<file path="config.mk">
export PLATFORM = sky130hd
export DESIGN_NAME = hazard_ctrl_flat
export DESIGN_NICKNAME = d
export VERILOG_FILES = /design/src/rtl/hazard_ctrl_pkg.sv /design/src/rtl/hazard_ctrl_if.sv /design/src/rtl/hazard_ctrl_tag_pipe.sv /design/src/rtl/hazard_ctrl.sv /design/src/flat_wrapper.sv
export SDC_FILE = /design/constraint.sdc
export NUM_CORES = 1
export LEC_CHECK = 0
export ABC_AREA = 1
export BUFFER_PORTS_ARGS = -buffer_cell sky130_fd_sc_hd__buf_2
export CAP_MARGIN = 20
export CORE_ASPECT_RATIO = 0.5
export CORE_UTILIZATION = 58
export DETAILED_ROUTE_END_ITERATION = 16
export GPL_TIMING_DRIVEN = 0
export PLACE_DENSITY_LB_ADDON = 0.12
export SYNTH_ARGS = -nofsm -noshare
export SYNTH_HDL_FRONTEND = slang
export SYNTH_SLANG_ARGS = --single-unit
</file>
<file path="constraint.sdc">
create_clock -name clk -period 4.7 [get_ports clk]
set_clock_uncertainty 0.15 [all_clocks]
set_input_delay 0.235 -clock clk [delete_from_list [all_inputs] [get_ports clk]]
set_output_delay 0.235 -clock clk [all_outputs]
set_load 0.05 [all_outputs]
</file>
<file path="src/rtl/hazard_ctrl_pkg.sv">
// -----------------------------------------------------------------------------
// hazard_ctrl_pkg
// Shared definitions for the pipeline hazard controller.
//   - opcode constants and instruction class encodings
//   - controller state encoding (RUN/RAW/MEM/FLUSH)
//   - scoreboard tag and decoded-operand structures
//   - decode and saturating-increment helpers
// No ports (package).
// -----------------------------------------------------------------------------
package hazard_ctrl_pkg;

  localparam logic [5:0]  OP_LW   = 6'b01_0000;
  localparam logic [5:0]  OP_SW   = 6'b01_0001;
  localparam logic [5:0]  OP_BEQ  = 6'b10_0000;
  localparam logic [5:0]  OP_JMP  = 6'b10_0001;
  localparam logic [15:0] CNT_MAX = 16'hFFFF;

  typedef enum logic [2:0] {
    CLS_NOP = 3'd0,
    CLS_ALU = 3'd1,
    CLS_LW  = 3'd2,
    CLS_SW  = 3'd3,
    CLS_BEQ = 3'd4,
    CLS_JMP = 3'd5
  } instr_class_e;

  typedef enum logic [1:0] {
    ST_RUN   = 2'd0,
    ST_RAW   = 2'd1,
    ST_MEM   = 2'd2,
    ST_FLUSH = 2'd3
  } hz_state_e;

  // Scoreboard entry: destination register of the instruction in a stage.
  typedef struct packed {
    logic       valid;
    logic [4:0] rnum;
  } reg_tag_t;

  typedef struct packed {
    logic       src_a_vld;
    logic [4:0] src_a;
    logic       src_b_vld;
    logic [4:0] src_b;
    logic       dst_vld;
    logic [4:0] dst;
  } decode_t;

  function automatic instr_class_e classify(input logic [5:0] op);
    instr_class_e cls;
    cls = CLS_NOP;
    if (op[5:4] == 2'b00)  cls = CLS_ALU;
    else if (op == OP_LW)  cls = CLS_LW;
    else if (op == OP_SW)  cls = CLS_SW;
    else if (op == OP_BEQ) cls = CLS_BEQ;
    else if (op == OP_JMP) cls = CLS_JMP;
    return cls;
  endfunction

  // Extract which register fields an instruction reads and writes.
  function automatic decode_t decode_instr(input logic [31:0] ir);
    decode_t d;
    d = '0;
    case (classify(ir[31:26]))
      CLS_ALU: begin
        d.src_a_vld = 1'b1; d.src_a = ir[20:16];
        d.src_b_vld = 1'b1; d.src_b = ir[15:11];
        d.dst_vld   = 1'b1; d.dst   = ir[25:21];
      end
      CLS_LW: begin
        d.src_a_vld = 1'b1; d.src_a = ir[20:16];
        d.dst_vld   = 1'b1; d.dst   = ir[25:21];
      end
      CLS_SW, CLS_BEQ: begin
        d.src_a_vld = 1'b1; d.src_a = ir[25:21];
        d.src_b_vld = 1'b1; d.src_b = ir[20:16];
      end
      default: ;
    endcase
    return d;
  endfunction

  function automatic logic [15:0] sat_inc(input logic [15:0] v);
    return (v == CNT_MAX) ? v : v + 16'd1;
  endfunction

endpackage

</file>
<file path="src/rtl/hazard_ctrl_if.sv">
// -----------------------------------------------------------------------------
// hazard_ctrl_if
// Bundle between the pipeline datapath (master) and the hazard controller
// (slave).
//   master drives : ir_id, id_valid, br_taken, mem_busy
//   slave drives  : pc_we, ifid_we, ifid_flush, idex_bubble, back_we,
//                   state, stall_cnt, flush_cnt
// -----------------------------------------------------------------------------
interface hazard_ctrl_if;
  logic [31:0] ir_id;
  logic        id_valid;
  logic        br_taken;
  logic        mem_busy;
  logic        pc_we;
  logic        ifid_we;
  logic        ifid_flush;
  logic        idex_bubble;
  logic        back_we;
  logic [1:0]  state;
  logic [15:0] stall_cnt;
  logic [15:0] flush_cnt;

  modport master (
    output ir_id, id_valid, br_taken, mem_busy,
    input  pc_we, ifid_we, ifid_flush, idex_bubble, back_we,
           state, stall_cnt, flush_cnt
  );

  modport slave (
    input  ir_id, id_valid, br_taken, mem_busy,
    output pc_we, ifid_we, ifid_flush, idex_bubble, back_we,
           state, stall_cnt, flush_cnt
  );
endinterface

</file>
<file path="src/rtl/hazard_ctrl_tag_pipe.sv">
// -----------------------------------------------------------------------------
// hazard_tag_pipe
// Three-stage destination-register scoreboard (EX, MEM, WB) with a compare
// port for the two source operands of the instruction in ID.
//   clk, rst_n       : clock, synchronous active-low reset (clears all tags)
//   hold             : freeze all tags for this cycle
//   ex_in            : tag entering EX when not held
//   src_a/_vld,
//   src_b/_vld       : source registers to compare
//   hit              : a valid source matches a hazard-relevant stage tag
// -----------------------------------------------------------------------------
module hazard_tag_pipe
  import hazard_ctrl_pkg::*;
#(
  // Bit order {WB, MEM, EX}. WB is excluded by default because the register
  // file writes on the falling edge, so ID already reads the new value.
  parameter logic [2:0] HAZARD_STAGES = 3'b011
) (
  input  logic       clk,
  input  logic       rst_n,
  input  logic       hold,
  input  reg_tag_t   ex_in,
  input  logic       src_a_vld,
  input  logic [4:0] src_a,
  input  logic       src_b_vld,
  input  logic [4:0] src_b,
  output logic       hit
);

  reg_tag_t ex_q, mem_q, wb_q;
  reg_tag_t ex_d, mem_d, wb_d;
  logic [2:0] stage_hit;

  function automatic logic tag_match(input reg_tag_t t, input logic vld,
                                     input logic [4:0] src);
    return t.valid && vld && (t.rnum == src);
  endfunction

  always_comb begin
    ex_d  = ex_q;
    mem_d = mem_q;
    wb_d  = wb_q;
    if (!hold) begin
      ex_d  = ex_in;
      mem_d = ex_q;
      wb_d  = mem_q;
    end
  end

  always_ff @(posedge clk) begin
    if (!rst_n) begin
      ex_q  <= '0;
      mem_q <= '0;
      wb_q  <= '0;
    end else begin
      ex_q  <= ex_d;
      mem_q <= mem_d;
      wb_q  <= wb_d;
    end
  end

  always_comb begin
    stage_hit[0] = tag_match(ex_q,  src_a_vld, src_a) | tag_match(ex_q,  src_b_vld, src_b);
    stage_hit[1] = tag_match(mem_q, src_a_vld, src_a) | tag_match(mem_q, src_b_vld, src_b);
    stage_hit[2] = tag_match(wb_q,  src_a_vld, src_a) | tag_match(wb_q,  src_b_vld, src_b);
    hit          = |(stage_hit & HAZARD_STAGES);
  end

endmodule

</file>
<file path="src/rtl/hazard_ctrl.sv">
// -----------------------------------------------------------------------------
// hazard_ctrl
// Pipeline hazard controller: decides each cycle between a memory freeze,
// a taken-branch flush, a RAW stall, or normal run, drives the pipeline
// latch enables, and keeps saturating stall/flush statistics.
//   clk    : pipeline clock
//   rst_n  : synchronous active-low reset
//   hif    : hazard_ctrl_if.slave (ID instruction and events in, pipeline
//            enables, registered state and counters out)
// -----------------------------------------------------------------------------
module hazard_ctrl
  import hazard_ctrl_pkg::*;
(
  input  logic          clk,
  input  logic          rst_n,
  hazard_ctrl_if.slave  hif
);

  decode_t   dec;
  logic      hit;
  logic      raw;
  reg_tag_t  ex_in;

  logic pc_we, ifid_we, ifid_flush, idex_bubble, back_we;

  hz_state_e   state_q, state_d;
  logic [15:0] stall_cnt_q, stall_cnt_d;
  logic [15:0] flush_cnt_q, flush_cnt_d;

  always_comb begin
    dec = decode_instr(hif.ir_id);
    raw = hif.id_valid && hit;
  end

  // Priority decision: reset > mem_busy > br_taken > raw > run.
  always_comb begin
    pc_we       = 1'b1;
    ifid_we     = 1'b1;
    ifid_flush  = 1'b0;
    idex_bubble = 1'b0;
    back_we     = 1'b1;
    state_d     = ST_RUN;
    stall_cnt_d = stall_cnt_q;
    flush_cnt_d = flush_cnt_q;
    if (!rst_n) begin
      pc_we       = 1'b0;
      ifid_we     = 1'b0;
      ifid_flush  = 1'b1;
      idex_bubble = 1'b1;
      back_we     = 1'b0;
    end else if (hif.mem_busy) begin
      pc_we       = 1'b0;
      ifid_we     = 1'b0;
      back_we     = 1'b0;
      state_d     = ST_MEM;
    end else if (hif.br_taken) begin
      // The ID instruction is squashed, so its own hazard is irrelevant.
      ifid_flush  = 1'b1;
      idex_bubble = 1'b1;
      state_d     = ST_FLUSH;
      flush_cnt_d = sat_inc(flush_cnt_q);
    end else if (raw) begin
      pc_we       = 1'b0;
      ifid_we     = 1'b0;
      idex_bubble = 1'b1;
      state_d     = ST_RAW;
      stall_cnt_d = sat_inc(stall_cnt_q);
    end
  end

  always_comb begin
    ex_in.valid = !idex_bubble && hif.id_valid && dec.dst_vld;
    ex_in.rnum  = dec.dst;
  end

  hazard_tag_pipe u_tag_pipe (
    .clk       (clk),
    .rst_n     (rst_n),
    .hold      (hif.mem_busy),
    .ex_in     (ex_in),
    .src_a_vld (dec.src_a_vld),
    .src_a     (dec.src_a),
    .src_b_vld (dec.src_b_vld),
    .src_b     (dec.src_b),
    .hit       (hit)
  );

  // State is the registered copy of this cycle's decision.
  always_ff @(posedge clk) begin
    if (!rst_n) begin
      state_q     <= ST_RUN;
      stall_cnt_q <= '0;
      flush_cnt_q <= '0;
    end else begin
      state_q     <= state_d;
      stall_cnt_q <= stall_cnt_d;
      flush_cnt_q <= flush_cnt_d;
    end
  end

  assign hif.pc_we       = pc_we;
  assign hif.ifid_we     = ifid_we;
  assign hif.ifid_flush  = ifid_flush;
  assign hif.idex_bubble = idex_bubble;
  assign hif.back_we     = back_we;
  assign hif.state       = state_q;
  assign hif.stall_cnt   = stall_cnt_q;
  assign hif.flush_cnt   = flush_cnt_q;

endmodule

</file>
<file path="src/flat_wrapper.sv">
// flat-port wrapper written by rule: the top's interface ports become plain ports
module hazard_ctrl_flat import hazard_ctrl_pkg::*;
  (clk, rst_n, hif_ir_id, hif_id_valid, hif_br_taken, hif_mem_busy, hif_pc_we, hif_ifid_we, hif_ifid_flush, hif_idex_bubble, hif_back_we, hif_state, hif_stall_cnt, hif_flush_cnt);
  hazard_ctrl_if hif_i ();
  input  logic clk;
  input  logic rst_n;
  input wire logic [$bits(hif_i.ir_id)-1:0] hif_ir_id;
  input wire logic [$bits(hif_i.id_valid)-1:0] hif_id_valid;
  input wire logic [$bits(hif_i.br_taken)-1:0] hif_br_taken;
  input wire logic [$bits(hif_i.mem_busy)-1:0] hif_mem_busy;
  output wire logic [$bits(hif_i.pc_we)-1:0] hif_pc_we;
  output wire logic [$bits(hif_i.ifid_we)-1:0] hif_ifid_we;
  output wire logic [$bits(hif_i.ifid_flush)-1:0] hif_ifid_flush;
  output wire logic [$bits(hif_i.idex_bubble)-1:0] hif_idex_bubble;
  output wire logic [$bits(hif_i.back_we)-1:0] hif_back_we;
  output wire logic [$bits(hif_i.state)-1:0] hif_state;
  output wire logic [$bits(hif_i.stall_cnt)-1:0] hif_stall_cnt;
  output wire logic [$bits(hif_i.flush_cnt)-1:0] hif_flush_cnt;
  assign hif_i.ir_id = hif_ir_id;
  assign hif_i.id_valid = hif_id_valid;
  assign hif_i.br_taken = hif_br_taken;
  assign hif_i.mem_busy = hif_mem_busy;
  assign hif_pc_we = hif_i.pc_we;
  assign hif_ifid_we = hif_i.ifid_we;
  assign hif_ifid_flush = hif_i.ifid_flush;
  assign hif_idex_bubble = hif_i.idex_bubble;
  assign hif_back_we = hif_i.back_we;
  assign hif_state = hif_i.state;
  assign hif_stall_cnt = hif_i.stall_cnt;
  assign hif_flush_cnt = hif_i.flush_cnt;
  hazard_ctrl u_core (.clk(clk), .rst_n(rst_n), .hif(hif_i));
endmodule
</file>
==> results.json <==
{
  "critPathMaxFanout": 8,
  "h-tree-depth": 2,
  "min_to": "u_core.u_tag_pipe.ex_q[3]",
  "synth_ff_type": "dfxtp_1",
  "syn-instance-count": 449,
  "core_mm2": 0.00493,
  "grt_max_degree": 15,
  "finalHoldViolCount": 0,
  "worstSetupStartpoint": "hif_ir_id[29]",
  "hp-class": "in2reg",
  "ant_nets": 0,
  "wl_met1_um": 3420,
  "p_per_area_mw_per_mm2": 229,
  "netlist.top_cell.by_area": "dfxtp_1",
  "min_period_over_period_pct": 55.3,
  "syn-num-nets": 488,
  "place_ws_ns": 2.16,
  "dr.pass1.iters": 4,
  "start_util_pct": 60.5,
  "relSlewSlack_pct": 56.7,
  "r2r-start": "u_core.hif.stall_cnt[0]",
  "postCtsHoldBufs": 0,
  "synth-edff-count": 0,
  "synth-async-reset-ratio_pct": 0,
  "wl_per_cell_um": 12.7,
  "overflow": 0,
  "rrSetupSlack_ns": 2.33,
  "diodes": 0,
  "synth_warnings": 0,
  "gp_congestion": 0.887,
  "synth_top_area_share_pct": 30.9,
  "dr_wl_met2_um": 3650,
  "drt_wl_total_um": 7460,
  "drc": 0,
  "syn_area_mm2": 0.00298,
  "clkTransAtPathRegs_ns": 0.08,
  "whs_ns": 0.0370,
  "synth_area_leaders": "dfxtp_1 (31%), nand2_1 (13%), nand3_1 (7.4%)",
  "wl_met3_um": 356,
  "dp_hpwl_um": 5630,
  "netlist_top_cells_count": "nand2_1 (102), inv_1 (54), dfxtp_1 (46)",
  "setup_ws_ns": 2.10,
  "drt_iter0_drc": 124,
  "min_period_ns": 2.60,
  "tns_ns": 0,
  "area_delta_synth_final_pct": 16.8,
  "top_level_ports": 76,
  "root_buffer": "clkbuf_8",
  "worst_pin_slew_ns": 0.647,
  "min_from": "hif_ir_id[24]",
  "synth_area_per_cell_um2": 6.64,
  "required_ns": 4.32,
  "ys_ff_latch": 46,
  "die_x_um": 103,
  "post_cts_resized": 0,
  "cap_violations": 0,
  "clockBufferDepth": 2,
  "first_global_vias": 2679,
  "antenna_found_initial": 0,
  "p_leak_nw": 1.53,
  "synth_most_common_cell": "nand2_1",
  "reg2reg_to": "u_core.hif.stall_cnt[15]",
  "start_kind": "input port",
  "insertion_delay_ns": 0.30,
  "rows": 18,
  "crit_type": "in2out",
  "cts_tree": "built",
  "slew_viol_final": 0,
  "ys_seq_area_share_pct": 30.9,
  "endpoint_kind": "output pin",
  "die_area_mm2": 0.00545,
  "grt_pass1_wl_um": 11600,
  "route.vias.total": 3178,
  "rsz0062_at_grt": "false",
  "min_path_cells": 3,
  "cts-buffers-inserted": 5,
  "fmax_mhz": 385,
  "drt-vias-per-instance": 5.40,
  "drive_gt1_share_pct": 23.0,
  "rr_worst_depth": 9,
  "final_nets": 556,
  "setup_viol": 0,
  "synth_cell_types": 38,
  "port_buffers": 61,
  "crit_arrival_ns": 2.21,
  "fp.dieH_um": 52.7,
  "grt_usage_pct": 28.1,
  "outcome": "finished clean",
  "cts_setup_buffers": 0,
  "clock-sinks": 46,
  "max-vdd-ir-drop_mv": 0.179,
  "highest_layer": "met4"
}
## worst max-delay path by stage
| stage | endpoint |
|---|---|
| 2_1_floorplan | hif_pc_we |
| 3_3_place_gp | hif_pc_we |
| 3_5_place_dp | hif_pc_we |
| 4_1_cts | hif_pc_we |
| 5_1_grt | hif_pc_we |
| 6_report | hif_pc_we |
## metal layers
layer  GRT usage [%]  vias up
li1                -     1617
met1            34.4     1480
met5               0        -
met4            4.93        0
met3            6.53        6
met2            51.0       75
## worst max-delay path, cell delays in order
cell and delay (ns):
buf_2 0.11, nor2_4 0.14, nand2_2 0.11, nor2_8 0.19, nand2_1 0.09, a21oi_1 0.16, nand2_1 0.07, nor2_1 0.12
nand3_1 0.09, nand2_1 0.09, inv_2 0.06, a21oi_1 0.22, nand2_1 0.08, nand2_1 0.06, inv_1 0.05, buf_4 0.12
buf_2 0.20
## flip-flops by register name (all words and copies together) (netlist names)
signal,count
u_core.hif.flush_cnt,16
u_core.hif.stall_cnt,16
u_core.hif.state,2
u_core.u_tag_pipe.ex_q,6
u_core.u_tag_pipe.mem_q,6
## final cells by class
class / instances / area [um^2]
repair buffers: 61 / 305
clock inverters: 3 / 40.0
inverters: 58 / 218
clock buffers: 5 / 68.8
plain buffers: 11 / 65.1
well taps: 70 / 87.6
fillers: 482 / 1450
multi-input cells: 334 / 1780
flip-flops and latches: 46 / 921
## cell families (layout without fill, tap and decap cells)
group / count (synthesis) / after routing / share of synthesized area, %
and+or+nand+nor: 260 / 260 / 42.8
buffers and inverters: 69 / 138 / 9.48
AOI/OAI and AO/OA: 58 / 58 / 11.9
DFF: 46 / 46 / 30.9
xor gates and xnor gates: 14 / 14 / 4.11
adders and majority gates: 2 / 2 / 0.839
## where the power goes
part / switching (mW) / total, mW / internal, mW
clock: 0.135 / 0.291 / 0.157
combinational: 0.0792 / 0.109 / 0.0300
sequential: 0.00293 / 0.397 / 0.394
total: 0.217 / 0.797 / 0.580
## stage by stage
stage / util (%) / power (mW) / area, um^2 / cells
floorplan: - / 0.480 / 2980 / 449
global placement: 68.4 / 0.512 / 3380 / 580
detailed placement: 68.4 / 0.514 / 3380 / 580
CTS: 70.6 / 0.799 / 3480 / 588
global route: 70.6 / 0.834 / 3480 / 588
finish: 70.6 / 0.797 / 3480 / 588
## cells in the final DEF (no fill, tap or decap), drive strengths merged
master | netlist | layout
a31oi | 2 | 2
nor3b | 1 | 1
nand3b | 1 | 1
xnor2 | 6 | 6
a221oi | 1 | 1
nor3 | 14 | 14
o22ai | 5 | 5
buf | 5 | 66
nor4 | 2 | 2
bufinv | 0 | 1
nand2 | 120 | 120
o211a | 1 | 1
ha | 2 | 2
and3 | 1 | 1
clkbuf | 6 | 11
dfxtp | 46 | 46
nand3 | 53 | 53
o31ai | 1 | 1
o21a | 2 | 2
clkinv | 0 | 2
a211oi | 1 | 1
xor2 | 8 | 8
a21oi | 31 | 31
inv | 58 | 58
nand4 | 21 | 21
nor2 | 47 | 47
o21ai | 14 | 14
Power figures use the tool's default switching activity.
